==> config.mk <==
export PLATFORM = sky130hd
export DESIGN_NAME = mem_stage
export DESIGN_NICKNAME = d
export VERILOG_FILES = /design/src/rtl/mem_stage_pkg.sv /design/src/rtl/mem_load_align.sv /design/src/rtl/mem_stage.sv
export SDC_FILE = /design/constraint.sdc
export NUM_CORES = 1
export LEC_CHECK = 0
export ABC_AREA = 1
export BUFFER_PORTS_ARGS = -buffer_cell sky130_fd_sc_hd__clkbuf_2
export CAP_MARGIN = 20
export CORE_ASPECT_RATIO = 0.75
export CORE_MARGIN = 5
export CORE_UTILIZATION = 44
export DETAILED_ROUTE_END_ITERATION = 10
export GPL_ROUTABILITY_DRIVEN = 1
export PLACE_DENSITY_LB_ADDON = 0.25
export SYNTH_ARGS = -nofsm -noshare
export SYNTH_HDL_FRONTEND = slang
export SYNTH_SLANG_ARGS = --single-unit
==> constraint.sdc <==
create_clock -name CLK -period 2.2 [get_ports CLK]
set_clock_uncertainty 0.2 [all_clocks]
set_input_delay 0 -clock CLK [delete_from_list [all_inputs] [get_ports CLK]]
set_output_delay 0 -clock CLK [all_outputs]
set_load 0.05 [all_outputs]
==> src/rtl/mem_stage_pkg.sv <==
// Shared opcodes, FSM state and memory-command payload for the memory-access stage.
// The opcode is taken from Ins[31:26].
package mem_stage_pkg;

  localparam int unsigned XLEN = 32;
  localparam int unsigned OPW  = 6;
  localparam int unsigned BEW  = XLEN / 8;

  localparam logic [OPW-1:0] OP_LB  = 6'h20;
  localparam logic [OPW-1:0] OP_LH  = 6'h21;
  localparam logic [OPW-1:0] OP_LW  = 6'h23;
  localparam logic [OPW-1:0] OP_LBU = 6'h24;
  localparam logic [OPW-1:0] OP_LHU = 6'h25;
  localparam logic [OPW-1:0] OP_SB  = 6'h28;
  localparam logic [OPW-1:0] OP_SH  = 6'h29;
  localparam logic [OPW-1:0] OP_SW  = 6'h2B;

  typedef enum logic {
    ST_IDLE   = 1'b0,
    ST_ACCESS = 1'b1
  } state_e;

  typedef enum logic [1:0] {
    SZ_NONE,
    SZ_BYTE,
    SZ_HALF,
    SZ_WORD
  } size_e;

  typedef struct packed {
    logic            we;
    logic [XLEN-1:0] addr;
    logic [BEW-1:0]  be;
    logic [XLEN-1:0] wdata;
  } dmem_cmd_t;

  function automatic size_e op_size(input logic [OPW-1:0] op);
    case (op)
      OP_LB, OP_LBU, OP_SB: return SZ_BYTE;
      OP_LH, OP_LHU, OP_SH: return SZ_HALF;
      OP_LW, OP_SW:         return SZ_WORD;
      default:              return SZ_NONE;
    endcase
  endfunction

  function automatic logic op_is_store(input logic [OPW-1:0] op);
    return (op == OP_SB) || (op == OP_SH) || (op == OP_SW);
  endfunction

  function automatic logic op_is_signed(input logic [OPW-1:0] op);
    return (op == OP_LB) || (op == OP_LH);
  endfunction

endpackage

==> src/rtl/mem_load_align.sv <==
// Big-endian lane select and sign/zero extension of load data.
module mem_load_align
  import mem_stage_pkg::*;
(
  input  logic [XLEN-1:0] rdata_i,
  input  logic [1:0]      addr_i,
  input  logic [OPW-1:0]  op_i,
  output logic [XLEN-1:0] data_o
);

  logic [7:0]  byte_sel;
  logic [15:0] half_sel;

  always_comb begin
    byte_sel = rdata_i[31:24];
    half_sel = addr_i[1] ? rdata_i[15:0] : rdata_i[31:16];
    // Byte 0 lives in the most significant lane.
    case (addr_i)
      2'd0: byte_sel = rdata_i[31:24];
      2'd1: byte_sel = rdata_i[23:16];
      2'd2: byte_sel = rdata_i[15:8];
      2'd3: byte_sel = rdata_i[7:0];
      default: byte_sel = rdata_i[31:24];
    endcase

    data_o = rdata_i;
    case (op_size(op_i))
      SZ_BYTE: data_o = op_is_signed(op_i) ? {{24{byte_sel[7]}}, byte_sel} : {24'b0, byte_sel};
      SZ_HALF: data_o = op_is_signed(op_i) ? {{16{half_sel[15]}}, half_sel} : {16'b0, half_sel};
      default: data_o = rdata_i;
    endcase
  end

endmodule

==> src/rtl/mem_stage.sv <==
// Memory-access stage: load/store over a req/ack data-memory port, registered write-back.
// Optional ack watchdog enabled by defining MEM_TIMEOUT_EN.
module mem_stage
  import mem_stage_pkg::*;
#(
  parameter int unsigned TIMEOUT_CYCLES = 64
) (
  input  logic            CLK,
  input  logic            RST,
  input  logic [XLEN-1:0] Ins,
  input  logic [XLEN-1:0] Result,
  input  logic [XLEN-1:0] Rdata2,
  input  logic            valid_in,
  output logic            stall,
  output logic            dmem_req,
  output logic            dmem_we,
  output logic [XLEN-1:0] dmem_addr,
  output logic [BEW-1:0]  dmem_be,
  output logic [XLEN-1:0] dmem_wdata,
  input  logic            dmem_ack,
  input  logic [XLEN-1:0] dmem_rdata,
  output logic [XLEN-1:0] Wdata,
  output logic            Wvalid,
  output logic            mem_err
);

  if (TIMEOUT_CYCLES == 0 || TIMEOUT_CYCLES > 255) begin : g_bad_timeout
    $error("TIMEOUT_CYCLES must be in 1..255");
  end

  state_e          state_q;
  dmem_cmd_t       cmd_q;
  logic            req_q;
  logic [OPW-1:0]  op_q;
  logic [1:0]      lane_q;
  logic [XLEN-1:0] wb_q;
  logic            wvalid_q;
  logic            err_q;

  logic [OPW-1:0]  op_c;
  size_e           size_c;
  logic            is_mem_c;
  logic            aligned_c;
  logic [BEW-1:0]  be_c;
  logic [XLEN-1:0] wdata_c;
  logic            accept_c;
  logic            expire_c;
  logic [XLEN-1:0] load_c;
  logic            unused_ins;

  assign unused_ins = ^Ins[25:0];

`ifdef MEM_TIMEOUT_EN
  localparam logic [7:0] TO_LAST = 8'(TIMEOUT_CYCLES - 1);
  logic [7:0] cnt_q;
  assign expire_c = (state_q == ST_ACCESS) && !dmem_ack && (cnt_q == TO_LAST);
`else
  assign expire_c = 1'b0;
`endif

  // Instruction decode, alignment, byte enables and store-lane replication.
  always_comb begin
    op_c      = Ins[31:26];
    size_c    = op_size(op_c);
    is_mem_c  = (size_c != SZ_NONE);
    aligned_c = 1'b1;
    be_c      = 4'b1111;
    wdata_c   = Rdata2;
    case (size_c)
      SZ_BYTE: begin
        be_c    = 4'(4'b1000 >> Result[1:0]);
        wdata_c = {4{Rdata2[7:0]}};
      end
      SZ_HALF: begin
        aligned_c = !Result[0];
        be_c      = Result[1] ? 4'b0011 : 4'b1100;
        wdata_c   = {2{Rdata2[15:0]}};
      end
      SZ_WORD: aligned_c = (Result[1:0] == 2'b00);
      default: ;
    endcase
    accept_c = (state_q == ST_IDLE) && valid_in && is_mem_c && aligned_c;
  end

  assign stall = accept_c || ((state_q == ST_ACCESS) && !dmem_ack && !expire_c);

  mem_load_align u_load_align (
    .rdata_i (dmem_rdata),
    .addr_i  (lane_q),
    .op_i    (op_q),
    .data_o  (load_c)
  );

  always_ff @(posedge CLK) begin
    if (RST) begin
      state_q  <= ST_IDLE;
      cmd_q    <= '0;
      req_q    <= 1'b0;
      op_q     <= '0;
      lane_q   <= '0;
      wb_q     <= '0;
      wvalid_q <= 1'b0;
      err_q    <= 1'b0;
`ifdef MEM_TIMEOUT_EN
      cnt_q    <= '0;
`endif
    end else begin
      wvalid_q <= 1'b0;
      err_q    <= 1'b0;
      case (state_q)
        ST_IDLE: begin
          if (valid_in) begin
            if (!is_mem_c) begin
              wb_q     <= Result;
              wvalid_q <= 1'b1;
            end else if (aligned_c) begin
              cmd_q.we    <= op_is_store(op_c);
              cmd_q.addr  <= {Result[31:2], 2'b00};
              cmd_q.be    <= be_c;
              cmd_q.wdata <= wdata_c;
              op_q        <= op_c;
              lane_q      <= Result[1:0];
              req_q       <= 1'b1;
              state_q     <= ST_ACCESS;
`ifdef MEM_TIMEOUT_EN
              cnt_q       <= '0;
`endif
            end else begin
              err_q <= 1'b1;
            end
          end
        end
        ST_ACCESS: begin
          // Ack takes priority over a watchdog expiry in the same cycle.
          if (dmem_ack) begin
            req_q   <= 1'b0;
            state_q <= ST_IDLE;
            if (!cmd_q.we) begin
              wb_q     <= load_c;
              wvalid_q <= 1'b1;
            end
`ifdef MEM_TIMEOUT_EN
          end else if (expire_c) begin
            req_q   <= 1'b0;
            state_q <= ST_IDLE;
            err_q   <= 1'b1;
          end else begin
            cnt_q <= cnt_q + 8'd1;
`endif
          end
        end
        default: state_q <= ST_IDLE;
      endcase
    end
  end

  assign dmem_req   = req_q;
  assign dmem_we    = cmd_q.we;
  assign dmem_addr  = cmd_q.addr;
  assign dmem_be    = cmd_q.be;
  assign dmem_wdata = cmd_q.wdata;
  assign Wdata      = wb_q;
  assign Wvalid     = wvalid_q;
  assign mem_err    = err_q;

endmodule

==> metrics, run 1 <==
final count of pins violating max slew=0; Iter 0 DRT Violations=538; CP delay by family, top=simple AND/OR/NAND/NOR gates; WP buf/inv=6; Net Sw Frac=0.338; # IOs=237; Area contributors post-synth=dfxtp_1 (39%), nand2_1 (13%), a21oi_1 (9.7%); most frequent cells after synthesis=nand2_1 (200), nor2_1 (115), dfxtp_1 (111), a21oi_1 (110), o21ai_0 (79); #FFs+latches synth=111; mapped cell area=5660 um2; vias per cell=5.10; crit path launch type=register; Die H=108 um; Clk pwr share=0.317; CP peak stage delay=0.33 ns; vias in the first global route=6144; Mapped Cells=841; CTS tree=done; CP Depth=17; Multi-input gate area=3220 um2; Int Power=3.62 mW; Util after Layout=0.699; Seq pwr share=0.405; final setup violation count=3; syn avg cell area=6.73 um2; flop-to-flop setup slack=-0.005 ns; Logic pwr share=0.277; Worst Setup Path Type=register to register; clock latency at the later pin of the worst-skew pair=0.35 ns; r2r startpoint=op_q[5]; clock sink count=111; PD cells=629 nW/um2; WL per Instance=15.7 um; MaxCap Viol Count=0; share of the synthesized area in the top cell type=0.393; core area=12400 um2; worst hold margin=0.0448 ns; Initial Utilization=0.455; Layout fillers=1032; FF/Latch Area=2220 um2; Psw=1.84 mW; worst-path cell chain=inv_2 > nor2_4 > inv_2 > a211oi_2 > inv_2 > o21ai_2 > inv_2 > ha_4 > nand2_2 > inv_1 > nand2_2 > nand3_4 > nand2_4 > clkbuf_16 > nand2_1 > nand2_1 > a21oi_1; RSZ-0062 raised after global routing=true; clock root cell=clkbuf_16; share of post-route cells with drive strength above 1=0.345; Peak VDD IR=426 uV; Critical Path Sink Type=register; clk slew on worst S/H paths=0.08 ns; drt pass-1 iters=6; PortBufs=208; Synth area leader=dfxtp_1; R2R cell count=17; post-layout min period=2.20 ns; CP max stage cell=dfxtp_2; Worst Path Arrival=2.25 ns; Seq/Total Area, Yosys=0.393; Synth cell types=32; die width=141 um; final RePlAce weighted congestion=0.904; die area=15300 um2; asr flop ratio synth=0; sink of the worst hold path=mem_err; Area Growth Syn to Fin=53.5%; Crit Path Max Fanout=8; DRC=0; Post-synth EDFFs=0; CTS Buf Count=9; final critical-path setup slack=-0.00482 ns; n_diodes=0; most frequent cell after synthesis=nand2_1; Ys Warns=0; vias=6755; grt ovf=0; number of H-tree levels=3; Lkg Pwr=4.00 nW; post-route clock period utilization=1.00; Hold Crit Class=input port to register; most used cell, CP=inv_2; r2r endpoint=Wdata[23]; Routed Antenna Nets=0; run status=finished, violations left; Max clock buf depth=2; Max Fclk=454 MHz; GRT Resource Usage Total=0.261; Most used DFF post-synth=dfxtp_1; CP required=2.24 ns; Core Rows=35; detailed placement HPWL=13.8 mm; DRT Wirelength=20.8 mm; pin count of the biggest net entering global routing=52; failing checks=setup timing; Hold Path Origin=Ins[27]; final hold violation count=0; fin nets=1291; initial antenna violation count=1; global-route wire length before repair=31.8 mm; Hold Path Depth=6; setup TNS=-0.0110 ns
[what timing repair did]
| action | CTS | global route |
|---|---|---|
| buffers inserted | 0 | 2 |
| pin swaps | 2 | 14 |
| endpoints found under the setup margin | 32 | 40 |
| cloned | 0 | 1 |
| hold buffers | 115 | 0 |
| endpoints found under the hold margin | 110 | 0 |
| resized for setup | 12 | 71 |
[routing by layer]
metal  global-route usage  vias up  part of all wire
met4               0.0878        2             0.026
met2                0.393      369              0.44
met3               0.0641       58             0.098
met1                0.365     2992              0.43
li1                     -     3334                 -
met5                    0        -           0.00063
[worst register-to-register path: stages (launching register included)]
cell	delay [ns]
dfxtp_2	0.33
inv_2	0.04
nor2_4	0.09
inv_2	0.04
a211oi_2	0.17
inv_2	0.08
o21ai_2	0.15
inv_2	0.06
ha_4	0.16
nand2_2	0.09
inv_1	0.05
nand2_2	0.10
nand3_4	0.08
nand2_4	0.09
clkbuf_16	0.15
nand2_1	0.07
nand2_1	0.07
a21oi_1	0.05
[power by group through the flow]
stage | sequential (mW) | clock, mW | combinational (mW)
CTS | 2.21 | 1.76 | 1.45
global placement | 2.26 | 0 | 1.27
finish | 2.22 | 1.73 | 1.51
floorplan | 2.66 | 0 | 0.489
global route | 2.23 | 1.83 | 1.62
detailed placement | 2.26 | 0 | 1.27
[state kept, by name, indices dropped and copies added (netlist names)]
| name | flops |
|---|---|
| state_q | 1 |
| dmem_be | 4 |
| mem_err | 1 |
| op_q | 6 |
| dmem_we | 1 |
| lane_q | 2 |
| dmem_addr | 30 |
| dmem_wdata | 32 |
| Wdata | 32 |
| dmem_req | 1 |
| Wvalid | 1 |
[worst max path at each step]
stage / startpoint / end / slack (ns)
6_report: op_q[5] / Wdata[23] / -0.005
5_1_grt: op_q[5] / Wdata[30] / -0.16
4_1_cts: op_q[5] / Wdata[25] / 0.02
3_5_place_dp: op_q[5] / Wdata[25] / -0.08
3_3_place_gp: op_q[5] / Wdata[25] / -0.03
2_1_floorplan: op_q[5] / Wdata[5] / 0.007
[logic make-up after synthesis]
family / after synthesis / share of synthesized area
and+or+nand+nor: 415 / 0.317
AOI/OAI and AO/OA: 211 / 0.192
DFF: 111 / 0.393
buffers and inverters: 97 / 0.0840
adders and majority gates: 6 / 0.0133
other: 1 / 0.000663
[through the flow]
| step | power, mW | setup WS (ns) | cell area [um2] | std cells |
|---|---|---|---|---|
| CTS | 5.42 | 0.0188 | 8430 | 1323 |
| finish | 5.46 | -0.00482 | 8690 | 1324 |
| floorplan | 3.15 | 0.00706 | 5680 | 842 |
| detailed placement | 3.53 | -0.0775 | 6920 | 1192 |
| global placement | 3.52 | -0.0276 | 6920 | 1192 |
| global route | 5.68 | -0.165 | 8690 | 1324 |
[area by class of cell]
cell class / instances / area share
multi-input combinational: 634 / 0.370
timing repair buffer: 358 / 0.296
sequential: 111 / 0.256
clock buffer: 11 / 0.0291
tap: 166 / 0.0239
inverter: 39 / 0.0174
clock inverter: 5 / 0.00734
[placed cells by master (no fill, tap or decap), types with 3 or more instances in the layout]
cell and n:
buf_6 4, dfxtp_1 109, dlygate4sd3_1 114, a21oi_1 92, a21oi_2 19, inv_1 23, nor2_2 40, or2_2 18
o21ai_1 18, inv_2 13, clkbuf_2 208, o21ai_0 75, buf_12 7, nand2_4 8, ha_1 3, clkbuf_16 10
nand2_1 177, nor2_1 114, nor2_4 4, nand3_1 24, nand2_2 21, buf_4 24
No activity file was read; power rests on OpenSTA's default activity.
==> inputs of run 2 (changes only) <==
- REMOVE_ABC_BUFFERS: unset -> 1
==> metrics, run 2 (same netlist as run 1, synthesis figures left out) <==
PnR Total Power=5.52 mW; Seq pwr share=0.401; Worst slew margin=0.559; clock root cell=clkbuf_16; CP required=2.28 ns; flop-to-flop setup slack=-0.17 ns; Clk pwr share=0.321; core area=12400 um2; Hold Crit Class=input port to register; Max clock buf depth=2; drt pass-1 iters=5; crit path launch type=register; die area=15300 um2; R2R cell count=15; Worst Setup SP=op_q[5]; Max Fclk=422 MHz; Worst Setup EP=Wdata[26]; number of H-tree levels=3; Routed Antenna Nets=0; Net Sw Frac=0.335; most frequent cells in the layout=clkbuf_2 (208), nand2_1 (179), dlygate4sd3_1 (117), nor2_1 (113), dfxtp_1 (110); clk slew on worst S/H paths=0.08 ns; vias=6845; share of post-route cells with drive strength above 1=0.345; WL per Instance=16.0 um; MaxCap Viol Count=0; Area Growth Syn to Fin=55.2%; PortBufs=208; vias per cell=5.14; Initial Utilization=0.455; most common cell after layout, fill and taps aside=clkbuf_2; final RePlAce weighted congestion=0.925; DP Cell Count=1188; Peak VDD IR=387 uV; detailed placement HPWL=12.8 mm; Iter 0 DRT Violations=531; Worst Setup Path Type=register to register; Lkg Pwr=4.03 nW; # IOs=237; final hold violation count=0; Hold Path Origin=Ins[30]; Critical Path Sink Type=register; clock sink count=111; PD cells=629 nW/um2; Psw=1.85 mW; pin count of the biggest net entering global routing=56; fin nets=1297; Hold Path Depth=7; post-route clock period utilization=1.08; dpl cell area=6850 um2; Worst Tran Pin Value=0.654 ns; post-route non-filler standard cell count=1331; Die H=108 um; DRC=0; vias in the first global route=6464; Util after Layout=0.706; run status=finished, violations left; final setup violation count=33; r2r startpoint=op_q[5]; initial antenna violation count=1; CTS Buf Count=9; Int Power=3.67 mW; final critical-path setup slack=-0.168 ns; clock latency at the later pin of the worst-skew pair=0.35 ns; global-route wire length before repair=31.9 mm; failing checks=setup timing; RSZ-0062 raised after global routing=true; grt ovf=0; Crit Path Max Fanout=8; Final Cell Area=8780 um2; post-layout min period=2.37 ns; CTS tree=done; final count of pins violating max slew=0; Logic pwr share=0.278; Worst Path Arrival=2.45 ns; Core Rows=35; die width=141 um; GRT Resource Usage Total=0.256; r2r endpoint=Wdata[26]; DRT Wirelength=21.2 mm
[run 2: changes by cell type in the layout (fill, tap and decap cells not counted), moves of 2 or more]
| cell | delta |
|---|---|
| a21oi_1 | +3 |
| a21oi_2 | -3 |
| buf_12 | -4 |
| buf_4 | +5 |
| buf_6 | -2 |
| buf_8 | +3 |
| clkbuf_8 | -2 |
| clkinv_2 | +2 |
| dlygate4sd3_1 | +3 |
| ha_1 | -2 |
| inv_2 | -2 |
| nand2_1 | +2 |
| nand2_2 | -5 |
| nand2_8 | +3 |
[run 2: routing by layer]
metal | GRT usage | vias to the layer above | share of wire
li1 | - | 3347 | -
met1 | 0.324 | 3062 | 0.42
met2 | 0.401 | 348 | 0.45
met3 | 0.0681 | 88 | 0.080
met4 | 0.138 | 0 | 0.045
met5 | 0 | - | 0
[run 2: area by class of cell]
cell class              count  area [um2]
repair buffers            363        2580
well taps                 166         208
clock buffers               9         225
multi-input cells         635        3290
inverters                  39         154
diodes                      1        2.50
fillers                  1004        3650
flip-flops and latches    111        2220
clock inverters             7        96.3
[run 2: power by group through the flow]
stage | Clock [mW] | Combinational, mW | Sequential (mW)
2_1_floorplan | 0 | 0.440 | 2.67
6_report | 1.77 | 1.53 | 2.21
3_5_place_dp | 0 | 1.25 | 2.25
5_1_grt | 1.89 | 1.64 | 2.23
4_1_cts | 1.81 | 1.44 | 2.21
3_3_place_gp | 0 | 1.25 | 2.25
[run 2: timing repair]
item | CTS | global route
buffers inserted | 1 | 6
setup endpoints to repair | 32 | 41
gates cloned | 1 | 1
hold endpoints to repair | 111 | 1
gates resized for setup | 22 | 75
pin swaps | 3 | 26
hold buffers | 117 | 1
[run 2: worst min path at each step]
stage / slack [ns] / endpoint
CTS: 0.07 / dmem_req
floorplan: -0.13 / Wdata[5]
global route: 0.17 / dmem_req
finish: 0.12 / dmem_req
detailed placement: 0.07 / dmem_addr[25]
global placement: 0.07 / dmem_addr[25]
[run 2: worst max-delay path, stage by stage, from the launching register on]
cell      delay (ns)
dfxtp_2         0.33
inv_2           0.04
nor2_4          0.12
inv_2           0.04
a211oi_2        0.21
inv_2           0.09
o21ai_4         0.19
ha_4            0.18
inv_2           0.04
nor2_4          0.14
nand3_4         0.11
nand3_4         0.18
nand2_8         0.11
nand2_4         0.10
nand2_4         0.05
a21oi_2         0.16
[run 2: per-stage QoR]
stage | setup TNS [ns] | hold slack [ns] | setup slack (ns)
2_1_floorplan | -67.14 | -0.131 | -0.851
3_3_place_gp | -3.07 | 0.0650 | -0.148
3_5_place_dp | -5.29 | 0.0716 | -0.231
4_1_cts | 0 | 0.0652 | 0.00256
5_1_grt | -6.23 | 0.166 | -0.248
6_report | -2.16 | 0.123 | -0.168
